## config.mk

```make
export PLATFORM = sky130hd
export DESIGN_NAME = dup_txfifo
export DESIGN_NICKNAME = d
export VERILOG_FILES = /design/src/rtl/dup_txfifo.sv
export SDC_FILE = /design/constraint.sdc
export NUM_CORES = 1
export LEC_CHECK = 0
export ABC_AREA = 1
export BUFFER_PORTS_ARGS = -buffer_cell sky130_fd_sc_hd__buf_2
export CAP_MARGIN = 20
export CORE_MARGIN = 5
export CORE_UTILIZATION = 53
export DETAILED_ROUTE_END_ITERATION = 7
export PLACE_DENSITY = 0.79
export SLEW_MARGIN = 20
export SYNTH_ARGS = -nofsm -noshare
export SYNTH_HDL_FRONTEND = slang
export SYNTH_SLANG_ARGS = --single-unit
```

## constraint.sdc

```tcl
create_clock -name clk -period 2.2 [get_ports clk]
set_input_delay 0.22 -clock clk [delete_from_list [all_inputs] [get_ports clk]]
set_output_delay 0.22 -clock clk [all_outputs]
set_load 0.01 [all_outputs]
```

## src/rtl/dup_txfifo.sv

```systemverilog
// rtl/dup_txfifo.sv - DUP11 TXDBUF backed by a DEPTH-entry {ABRT,EOM,SOM,DATA} transmit FIFO
// Optional sticky overflow flag: DUPTXFIFO_OVF_EN
module dup_txfifo #(
    parameter int DEPTH  = 4,
    parameter int DWIDTH = 8
) (
    input  logic              clk,
    input  logic              rst,
    input  logic              dupINIT,
    input  logic              devLOBYTE,
    input  logic              devHIBYTE,
    input  logic              txdbufWRITE,
    input  logic [35:0]       dupDATAI,
    input  logic              dupRXCRC,
    input  logic              dupTXCRC,
    input  logic              dupMNTT,
    output logic [15:0]       regTXDBUF,
    output logic              txVALID,
    input  logic              txREADY,
    output logic [DWIDTH-1:0] txDAT,
    output logic              txSOM,
    output logic              txEOM,
    output logic              txABRT,
    output logic              txEMPTY,
    output logic              txFULL,
    output logic [$clog2(DEPTH):0] txLEVEL,
    output logic              txOVF,
    input  logic              ovfCLR
);

    localparam int PW = $clog2(DEPTH);
    localparam int LW = PW + 1;
    localparam int FW = DWIDTH + 3;

    logic [FW-1:0]     mem [DEPTH];
    logic [PW-1:0]     wrPtr, rdPtr, rdPtrNext;
    logic [LW-1:0]     levelNext;
    logic [2:0]        staged;      // {ABRT_s, EOM_s, SOM_s}
    logic [2:0]        primed;
    logic [DWIDTH-1:0] datLast;
    logic [FW-1:0]     pushData, headNext;
    logic              clear, hiWr, loWr, pop, pushOk, dropped;

    assign clear    = rst | dupINIT;
    assign hiWr     = txdbufWRITE & devHIBYTE;
    assign loWr     = txdbufWRITE & devLOBYTE;
    assign primed   = hiWr ? dupDATAI[10:8] : staged;
    assign pushData = {primed, dupDATAI[DWIDTH-1:0]};
    assign pop      = txVALID & txREADY;
    assign pushOk   = loWr & (~txFULL | pop);
    assign dropped  = loWr & txFULL & ~pop;

    always_comb begin
        rdPtrNext = pop ? rdPtr + PW'(1) : rdPtr;
        levelNext = txLEVEL;
        case ({pushOk, pop})
            2'b10:   levelNext = txLEVEL + LW'(1);
            2'b01:   levelNext = txLEVEL - LW'(1);
            default: levelNext = txLEVEL;
        endcase
        // The new head comes from the push itself when it lands in the slot the
        // read pointer is about to point at (push into empty, or drain-to-one).
        headNext = (pushOk && (rdPtrNext == wrPtr)) ? pushData : mem[rdPtrNext];
    end

    always_ff @(posedge clk) begin
        if (pushOk && !clear) begin
            mem[wrPtr] <= pushData;
        end
    end

    always_ff @(posedge clk) begin
        if (clear) begin
            wrPtr   <= '0;
            rdPtr   <= '0;
            txLEVEL <= '0;
            txVALID <= 1'b0;
            txEMPTY <= 1'b1;
            txFULL  <= 1'b0;
            txDAT   <= '0;
            txSOM   <= 1'b0;
            txEOM   <= 1'b0;
            txABRT  <= 1'b0;
            staged  <= '0;
            datLast <= '0;
        end else begin
            if (pushOk) begin
                wrPtr <= wrPtr + PW'(1);
            end
            rdPtr   <= rdPtrNext;
            txLEVEL <= levelNext;
            txVALID <= (levelNext != '0);
            txEMPTY <= (levelNext == '0);
            txFULL  <= (levelNext == LW'(DEPTH));
            if (levelNext != '0) begin
                {txABRT, txEOM, txSOM, txDAT} <= headNext;
            end else begin
                {txABRT, txEOM, txSOM, txDAT} <= '0;
            end
            // SOM/EOM are one-shot per accepted character; ABRT stays until software rewrites it.
            if (pushOk) begin
                staged <= {primed[2], 2'b00};
            end else begin
                staged <= primed;
            end
            if (loWr) begin
                datLast <= dupDATAI[DWIDTH-1:0];
            end
        end
    end

    assign regTXDBUF = {1'b0, dupRXCRC, 1'b0, dupTXCRC, dupMNTT, staged, 8'(datLast)};

`ifdef DUPTXFIFO_OVF_EN
    always_ff @(posedge clk) begin
        if (clear) begin
            txOVF <= 1'b0;
        end else if (dropped) begin
            txOVF <= 1'b1;
        end else if (ovfCLR) begin
            txOVF <= 1'b0;
        end
    end
`else
    assign txOVF = 1'b0;
`endif

    logic unusedBits;
    assign unusedBits = ^{dupDATAI, ovfCLR, dropped};

endmodule

```

=== Word-level counts from Yosys, hierarchy flattened ===
Memory sizes are Yosys's and may differ from the RTL's. A register that Yosys moved wholly into a read port is not among the register bits.
Cells that the tools add are included.

* Register bits after elaboration: 21
* Latch bits: 0
* Memory bits (writable): 44
* Bits in read-only memories: 0
* Output and inout port bits: 34
* Logic and storage cells: 36
* Memories kept: 1

* $add $sub $neg: 4
* $mul: 0
* Divide/modulo/power cells: 0
* Order comparisons: 0
* Eq/ne operators: 3
* Shift-type cells: 0
* Muxes and demuxes: 5
* Bitwise gates (word level): 8
* Reductions and logical operators: 6

{| class="wikitable"
|+ Memories
! name !! words !! width !! rd ports !! clocked after Yosys merged registers in !! wr ports !! RTL line !! text
|-
| mem || 4 || 11 || 1 || 1 || 1 || 35 || <nowiki>logic [FW-1:0] mem [DEPTH];</nowiki>
|}

{| class="wikitable"
|+ Operators by type and width
! cell !! number
|-
| 3-bit case mux with 2 select lines || 1
|-
| 2-bit by 1-bit adder with 2-bit output (second input constant) || 2
|-
| 1-bit AND || 4
|-
| 2-bit OR reduction || 2
|-
| 3-bit by 1-bit adder with 3-bit output (second input constant) || 1
|-
| 3-bit == test (second input constant) || 1
|-
| 3-bit logical NOT || 1
|-
| 3-bit two-way mux || 1
|-
| 3-bit nonzero test || 1
|-
| 3-bit by 1-bit subtractor with 3-bit output (second input constant) || 1
|-
| 2-bit by 1-bit == test with 1-bit output (second input constant) || 1
|-
| 2-bit == test (second input constant) || 1
|-
| 1-bit two-way mux || 2
|-
| 2-bit two-way mux || 1
|-
| 1-bit NOT || 2
|-
| 1-bit OR || 2
|-
| 1-bit logical AND || 1
|-
| 1-bit logical NOT || 1
|}

=== Longest topological paths before layout ===
Gate-level depths: netlist of the first run.

* Depth in word-level cells: 8
* Mapped depth: 13
* Depth with buffers taken out: 13

=== Worst setup path after synthesis of the first run ===
OpenSTA, ideal clock, no wires.

* Path kind: register to register
* Start point: reg txVALID
* End point: reg txDAT[2]
* Setup time: 0.118 ns
* Arrival time: 1.992 ns
* Setup slack: 0.090 ns
* Cell stages (with the launch flop): 12
* Path buffers: 0
* Period minus slack after synthesis: 2.110 ns
* Cell sequence: dfxtp_1 -> nand2_1 -> nand2_1 -> nand2_1 -> ha_1 -> fa_1 -> o21ai_0 -> nand2_1 -> nand2_1 -> nand2_1 -> inv_1 -> a21oi_1

* Word-level cells in the longest chain between the ends: 8

{| class="wikitable"
|+ RTL lines
! item !! RTL line !! text
|-
| start, declared || 18 || <nowiki>output logic txVALID,</nowiki>
|-
| start signal, assigned || 92 || <nowiki>txVALID <= (levelNext != '0);</nowiki>
|-
| 1-bit AND (*) || 49 || <nowiki>assign pop = txVALID & txREADY;</nowiki>
|-
| 1-bit OR || 50 || <nowiki>assign pushOk = loWr & (~txFULL | pop);</nowiki>
|-
| 1-bit AND || 50 ||
|-
| 2-bit by 1-bit == test with 1-bit output or 2-bit == test (tied branches) || 56 || <nowiki>case ({pushOk, pop})</nowiki>
|-
| 3-bit case mux with 2 select lines || 56 ||
|-
| 3-bit nonzero test || 95 || <nowiki>if (levelNext != '0) begin</nowiki>
|-
| 1-bit NOT (no line) || - ||
|-
| 2-bit OR reduction (no line) || - ||
|-
| end signal, assigned || 96 || <nowiki>{txABRT, txEOM, txSOM, txDAT} <= headNext;</nowiki>
|-
| end, declared || 20 || <nowiki>output logic [DWIDTH-1:0] txDAT,</nowiki>
|}

Mark *: on every way between the ends. The rest lies on a longest branch, timed or not.
A chain may end at the register's enable or synchronous reset.

=== Worst setup path after layout of the first run ===
* Start point: reg txVALID
* End point: reg txSOM

* Word-level cells in the longest chain between the ends: 8

{| class="wikitable"
|+ RTL lines
! item !! RTL line !! text
|-
| 1-bit AND (*) || 49 ||
|-
| 1-bit OR || 50 ||
|-
| 1-bit AND || 50 ||
|-
| 2-bit by 1-bit == test with 1-bit output or 2-bit == test (tied branches) || 56 ||
|-
| 3-bit case mux with 2 select lines || 56 ||
|-
| 3-bit nonzero test || 95 ||
|-
| 1-bit NOT (no line) || - ||
|-
| 2-bit OR reduction (no line) || - ||
|-
| end signal, assigned || 96 ||
|-
| end, declared || 21 || <nowiki>output logic txSOM,</nowiki>
|}

Marks and branches as above.

==> out/qor.csv, run 1 <==
metric;value;unit
Root Driver;clkbuf_8;
fin cells;484;
Mapped Area;0.00328;mm²
worst setup margin;0.0896;ns
TritonCTS clock tree;done;
Max Clock Skew;0.00614;ns
Max Fclk;474;MHz
worst slack, placed;-0.122;ns
gr usage total;0.204;
commonest non-fill, non-tap cell in the layout;nand2_1;
initial antenna violation count;0;
Gate Count Post-Synth;337;
Yosys reg bits;76;
row count;28;
r2r setup slk;0.09;ns
max cap viols;0;
met2 usage;0.349;
Post-layout nets;457;
hold crit path type;in -> reg;
most frequent cells in the layout;67 x nand2_1, 46 x inv_1, 46 x buf_2;
Clock Latency Late Sink;0.35;ns
DR vias;2569;
met1 usage;0.238;
IO Port Bufs;45;
vias in the first global route;2507;
reg2reg end;txSOM$_SDFF_PP0_;
H-tree depth;3;
Total Routed Length;7.48;mm
Critical-path top delay cell;fa_1;
peak supply drop;459;µV
Cell variety after synth;24;
Die H;88.7;µm
hold slack;0.0963;ns
RSZ-0062 raised after global routing;false;
grt met3 use;0.0363;
Routed Antenna Nets;0;
vias per cell;5.31;
hold_sp;dupDATAI[1];
data required time at the worst endpoint;2.45;ns
status;finished clean;
fin. max-slew vios;0;
total chip power;3180;µW
Ant. Diodes;0;
part of the Yosys area used for sequential elements;0.598;
CP max stage delay;0.46;ns
final period utilization;0.959;
Setup Viol. Count Final;0;
power density cells;799;mW/mm²
Static Leakage;0.00183;µW
GRT overflow;0;
CP endpoint kind;flip-flop;
endpoints failing hold;0;
DRT Pass-1 Iters;5;
GR peak layer;met2;
Remaining DRCs;0;
Final HPWL DP;5.08;mm
dpl cells;465;
Mean Syn Cell Area;9.73;µm²
TNS Setup;0;ns
Syn-to-layout area delta;21.3;%
Worst R2R Path Depth;13;
worst-path cell chain;nand2_2 -> nand2_2 -> nand2_1 -> ha_1 -> fa_1 -> o21ai_2 -> nand2_1 -> nand2_2 -> nand2_4 -> buf_12 -> buf_4 -> nand2_1 -> nor2_1;
Iter 0 DRT Violations;148;
Inserted Clock Buffers;9;
crit start category;flip-flop;
layout cell share with drive strength beyond 1;0.264;
Crit Path Category;reg -> reg;
Die Wd;88.7;µm
largest net degree at the start of global routing;21;
CTS sink count;76;
min cycle time layout;2.11;ns
I/O pin count;81;
Synth warnings;0;
RD Place Congestion;0.797;
data arrival time of the critical path;2.36;ns
DIE AREA;0.00786;mm²
Max clock buf depth;2;
Routed wire per std cell;15.4;µm
CTS Hold Bufs;0;
Starting Density;0.551;
core footprint;0.00596;mm²
Clock Pin Slew Worst Setup and Hold Paths;0.08;ns
Hold Path Sink;mem[2][1]$_DFFE_PP_;
first-pass GRT wire length;11.7;mm
worst reg2reg path startpoint;txVALID$_SDFF_PP0_;
CP max FO;5;
hold path depth;1;
[layer usage]
layer	wire, µm	vias to the layer above
met5	0	-
met4	216	0
met3	545	21
met2	3780	115
met1	2930	1213
li1	-	1220
[timing repair]
action	CTS	global route
buffers inserted	0	3
setup endpoints to repair	12	12
pin swaps	0	2
hold endpoints to repair	0	0
gates resized for setup	2	9
[cell families (layout without fill, tap and decap cells)]
| kind of cell | Yosys count | in the layout | synth area share |
|---|---|---|---|
| other | 1 | 3 | 0.00114 |
| adders and majority gates | 6 | 6 | 0.0252 |
| AOI/OAI and AO/OA | 34 | 34 | 0.0618 |
| xor gates and xnor gates | 1 | 1 | 0.00267 |
| DFF | 76 | 76 | 0.598 |
| and+or+nand+nor | 156 | 156 | 0.219 |
| buffers and inverters | 63 | 133 | 0.0919 |
[Yosys cell counts]
library cell,n,area share
nand3_2,4,0.012
buf_4,6,0.014
conb_1,1,0.0011
a21oi_1,7,0.011
nand3b_1,9,0.021
ha_1,5,0.019
dfxtp_1,32,0.20
nor2_4,1,0.0034
fa_1,1,0.0061
nand2_2,4,0.0076
o211ai_1,13,0.030
buf_6,5,0.017
nor2_1,39,0.045
nand4_1,1,0.0019
buf_2,4,0.0061
xor2_1,1,0.0027
o21ai_0,14,0.021
nand2_1,71,0.081
nor2_2,1,0.0019
clkbuf_1,2,0.0023
inv_1,46,0.053
nand3_1,23,0.035
edfxtp_1,44,0.40
nand2_4,3,0.010
[layout make-up]
cell class,instances,area [µm²]
Inverter,46,173
Fill cell,458,1980
Multi-Input combinational cell,200,1050
Sequential cell,76,1960
Tap cell,75,93.8
Clock inverter,5,104
Timing Repair Buffer,71,430
Clock buffer,11,163
[sequential cells by signal, indices dropped and copies added, names as in the netlist, 2 cells and up]
name     count
datLast      8
mem         44
rdPtr        2
staged       3
txDAT        8
txLEVEL      3
wrPtr        2
[through the flow]
step	util	cell area, µm²
after floorplan	-	3290
after global placement	0.613	3650
after detailed placement	0.613	3650
after CTS	0.658	3920
after global routing	0.668	3980
final	0.668	3980
[power breakdown]
| group | internal [µW] | total, µW | switching, µW |
|---|---|---|---|
| logic | 102 | 270 | 167 |
| clock network | 855 | 1360 | 508 |
| registers | 1530 | 1550 | 13.3 |
| total | 2490 | 3180 | 689 |
[critical path, delay by kind of cell, from the launching register on]
kind,cells,cell delay [ns]
compound gates,1,0.15
fa+ha+maj,2,0.69
buf+inv,2,0.25
flops,1,0.34
simple gates,8,0.58
[worst max-delay path by stage]
stage / startpoint / end / slack [ns] / depth (start not counted)
after global placement: txVALID$_SDFF_PP0_ / txDAT[6]$_SDFF_PP0_ / 0.02 / 11
after global routing: txVALID$_SDFF_PP0_ / txSOM$_SDFF_PP0_ / 0.02 / 15
after floorplan: txVALID$_SDFF_PP0_ / txDAT[2]$_SDFF_PP0_ / 0.09 / 11
after detailed placement: txVALID$_SDFF_PP0_ / txDAT[2]$_SDFF_PP0_ / -0.12 / 11
after CTS: txVALID$_SDFF_PP0_ / txDAT[2]$_SDFF_PP0_ / 0.05 / 11
final: txVALID$_SDFF_PP0_ / txSOM$_SDFF_PP0_ / 0.09 / 13
(Power assumes the default switching activity.)
==> run 2, diff against run 1 <==
--- a/config.mk
+++ b/config.mk
@@ -8,7 +8,7 @@
 export ABC_AREA = 1
 export BUFFER_PORTS_ARGS = -buffer_cell sky130_fd_sc_hd__buf_2
 export CAP_MARGIN = 20
-export CORE_MARGIN = 5
+export CORE_MARGIN = 8
 export CORE_UTILIZATION = 53
 export DETAILED_ROUTE_END_ITERATION = 7
 export PLACE_DENSITY = 0.79
==> run 2 against run 1 <==
  * Worst setup slack improved by 0.036 ns
  * Count of clock-buffer cells in the layout fell by 1
  * Clock power fell by 17%
  * Fmax rose by 1.7%
  * Non-clock buffer count fell by 7
  * Critical endpoint is now txDAT[4]$_SDFF_PP0_
==> out/qor.csv, run 2 (synthesis gave the netlist of run 1 again) <==
metric;value;unit
Setup Viol. Count Final;0;
row count;28;
Max clock buf depth;2;
DRT Pass-1 Iters;4;
uppermost routed layer;met4;
data arrival time of the critical path;2.30;ns
Die H;94.7;µm
Multi-input gate area;0.00103;mm²
endpoints failing hold;0;
Reg area;0.00196;mm²
CP delay by family, top;adder cells;
largest reg by FF count;mem;
CP max FO;9;
worst-path cell chain;nand2_1 -> nand2_1 -> nand2_1 -> ha_1 -> fa_1 -> o21ai_1 -> nand2_1 -> nand2_1 -> nand2_4 -> inv_2 -> a21oi_1;
vias in the first global route;2404;
peak supply drop;458;µV
H-tree depth;3;
TritonCTS clock tree;done;
RSZ-0062 raised after global routing;false;
max cap viols;0;
Starting Density;0.551;
Total Routed Length;6.91;mm
Clock Latency Late Sink;0.34;ns
data required time at the worst endpoint;2.43;ns
Max Fclk;482;MHz
met3 wire len;463;µm
RD Place Congestion;0.855;
internal power;2260;µW
biggest regs;mem x44, datLast x8, txDAT x8;
I/O pin count;81;
CP bufs+invs;1;
Ant. Diodes;0;
switching fraction of total power;0.227;
CP dominant cell by count;nand2_1;
GRT overflow;0;
min cycle time layout;2.07;ns
Clock Pin Slew Worst Setup and Hold Paths;0.08;ns
max reg flops;44;
power density cells;760;mW/mm²
CP endpoint kind;flip-flop;
hold slack;0.113;ns
Crit Path Category;reg -> reg;
CTS sink count;76;
Static Leakage;0.00175;µW
status;finished clean;
DR vias;2434;
Remaining DRCs;0;
IO Port Bufs;45;
crit start category;flip-flop;
clock network fraction of design power;0.387;
Final HPWL DP;4.86;mm
most frequent cells in the layout;70 x nand2_1, 45 x inv_1, 45 x buf_2;
Routed Antenna Nets;0;
fin. max-slew vios;0;
commonest non-fill, non-tap cell in the layout;nand2_1;
Combinational Power Share;0.084;
initial antenna violation count;0;
Psw;662;µW
worst setup margin;0.126;ns
Inserted Clock Buffers;9;
final period utilization;0.943;
gr usage total;0.165;
first-pass GRT wire length;11.2;mm
Post-layout nets;450;
core footprint;0.00596;mm²
hold crit path type;in -> reg;
layout cell share with drive strength beyond 1;0.234;
Post-CTS Setup Bufs;0;
Root Driver;clkbuf_8;
Die Wd;94.7;µm
Iter 0 DRT Violations;102;
Syn-to-layout area delta;17.2;%
Routed wire per std cell;14.5;µm
Seq pwr share;0.529;
Max Clock Skew;0.0114;ns
worst slack, placed;-0.0613;ns
WL met2;3.31;mm
DIE AREA;0.00896;mm²
vias per cell;5.10;
largest net degree at the start of global routing;37;
Critical-path top delay cell;fa_1;
M1 WL;2.98;mm
fill cell count;486;
CP max stage delay;0.44;ns
-- run 2: cell count changes in the layout (fill, tap and decap cells not counted), moves of 2 or more --
cell | previous run | this run
buf_4 | 24 | 19
nand2_1 | 67 | 70
clkinvlp_4 | 0 | 2
nand2_2 | 7 | 4
-- run 2: metrics by stage --
| stage | setup TNS [ns] | cells | utilization | total power [µW] | cell area (µm²) |
|---|---|---|---|---|---|
| 6_report | 0 | 477 | 0.645 | 2920 | 3840 |
| 5_1_grt | 0 | 477 | 0.645 | 3030 | 3840 |
| 3_5_place_dp | -0.227 | 461 | 0.608 | 1820 | 3620 |
| 3_3_place_gp | 0 | 461 | 0.608 | 1810 | 3620 |
| 2_1_floorplan | 0 | 339 | - | 1730 | 3290 |
| 4_1_cts | 0 | 477 | 0.645 | 2940 | 3840 |
-- run 2: timing repair --
item | 4_1_cts | 5_1_grt
endpoints found under the setup margin | 12 | 12
hold buffers | 0 | 0
gates resized for setup | 2 | 2
-- run 2: layer usage --
metal / GRT usage / vias up
met5: 0 / -
met1: 0.195 / 1144
met2: 0.273 / 66
met3: 0.0357 / 16
li1: - / 1208
met4: 0.0910 / 0
-- run 2: power by group through the flow --
| stage | combinational, µW | sequential, µW | clock [µW] |
|---|---|---|---|
| after global routing | 277 | 1550 | 1210 |
| after global placement | 231 | 1580 | 0 |
| after detailed placement | 240 | 1580 | 0 |
| final | 246 | 1540 | 1130 |
| after CTS | 244 | 1540 | 1150 |
| after floorplan | 138 | 1590 | 0 |
-- run 2: path summary, 6_finish.rpt --
kind / from / depth (start not counted) / to / slack, ns
max: txVALID$_SDFF_PP0_ / 11 / txDAT[4]$_SDFF_PP0_ / 0.13
min: dupDATAI[0] / 1 / mem[2][0]$_DFFE_PP_ / 0.11
min reg2reg: datLast[7]$_SDFFE_PP0P_ / 2 / datLast[7]$_SDFFE_PP0P_ / 0.49
max reg2reg: txVALID$_SDFF_PP0_ / 11 / txDAT[4]$_SDFF_PP0_ / 0.13
-- run 2: cell type report --
class / count / share of cell area
timing repair buffer: 64 / 0.0957
tap: 75 / 0.0244
multi-input combinational: 200 / 0.268
sequential: 76 / 0.510
clock inverter: 6 / 0.0231
clock buffer: 10 / 0.0332
inverter: 46 / 0.0449
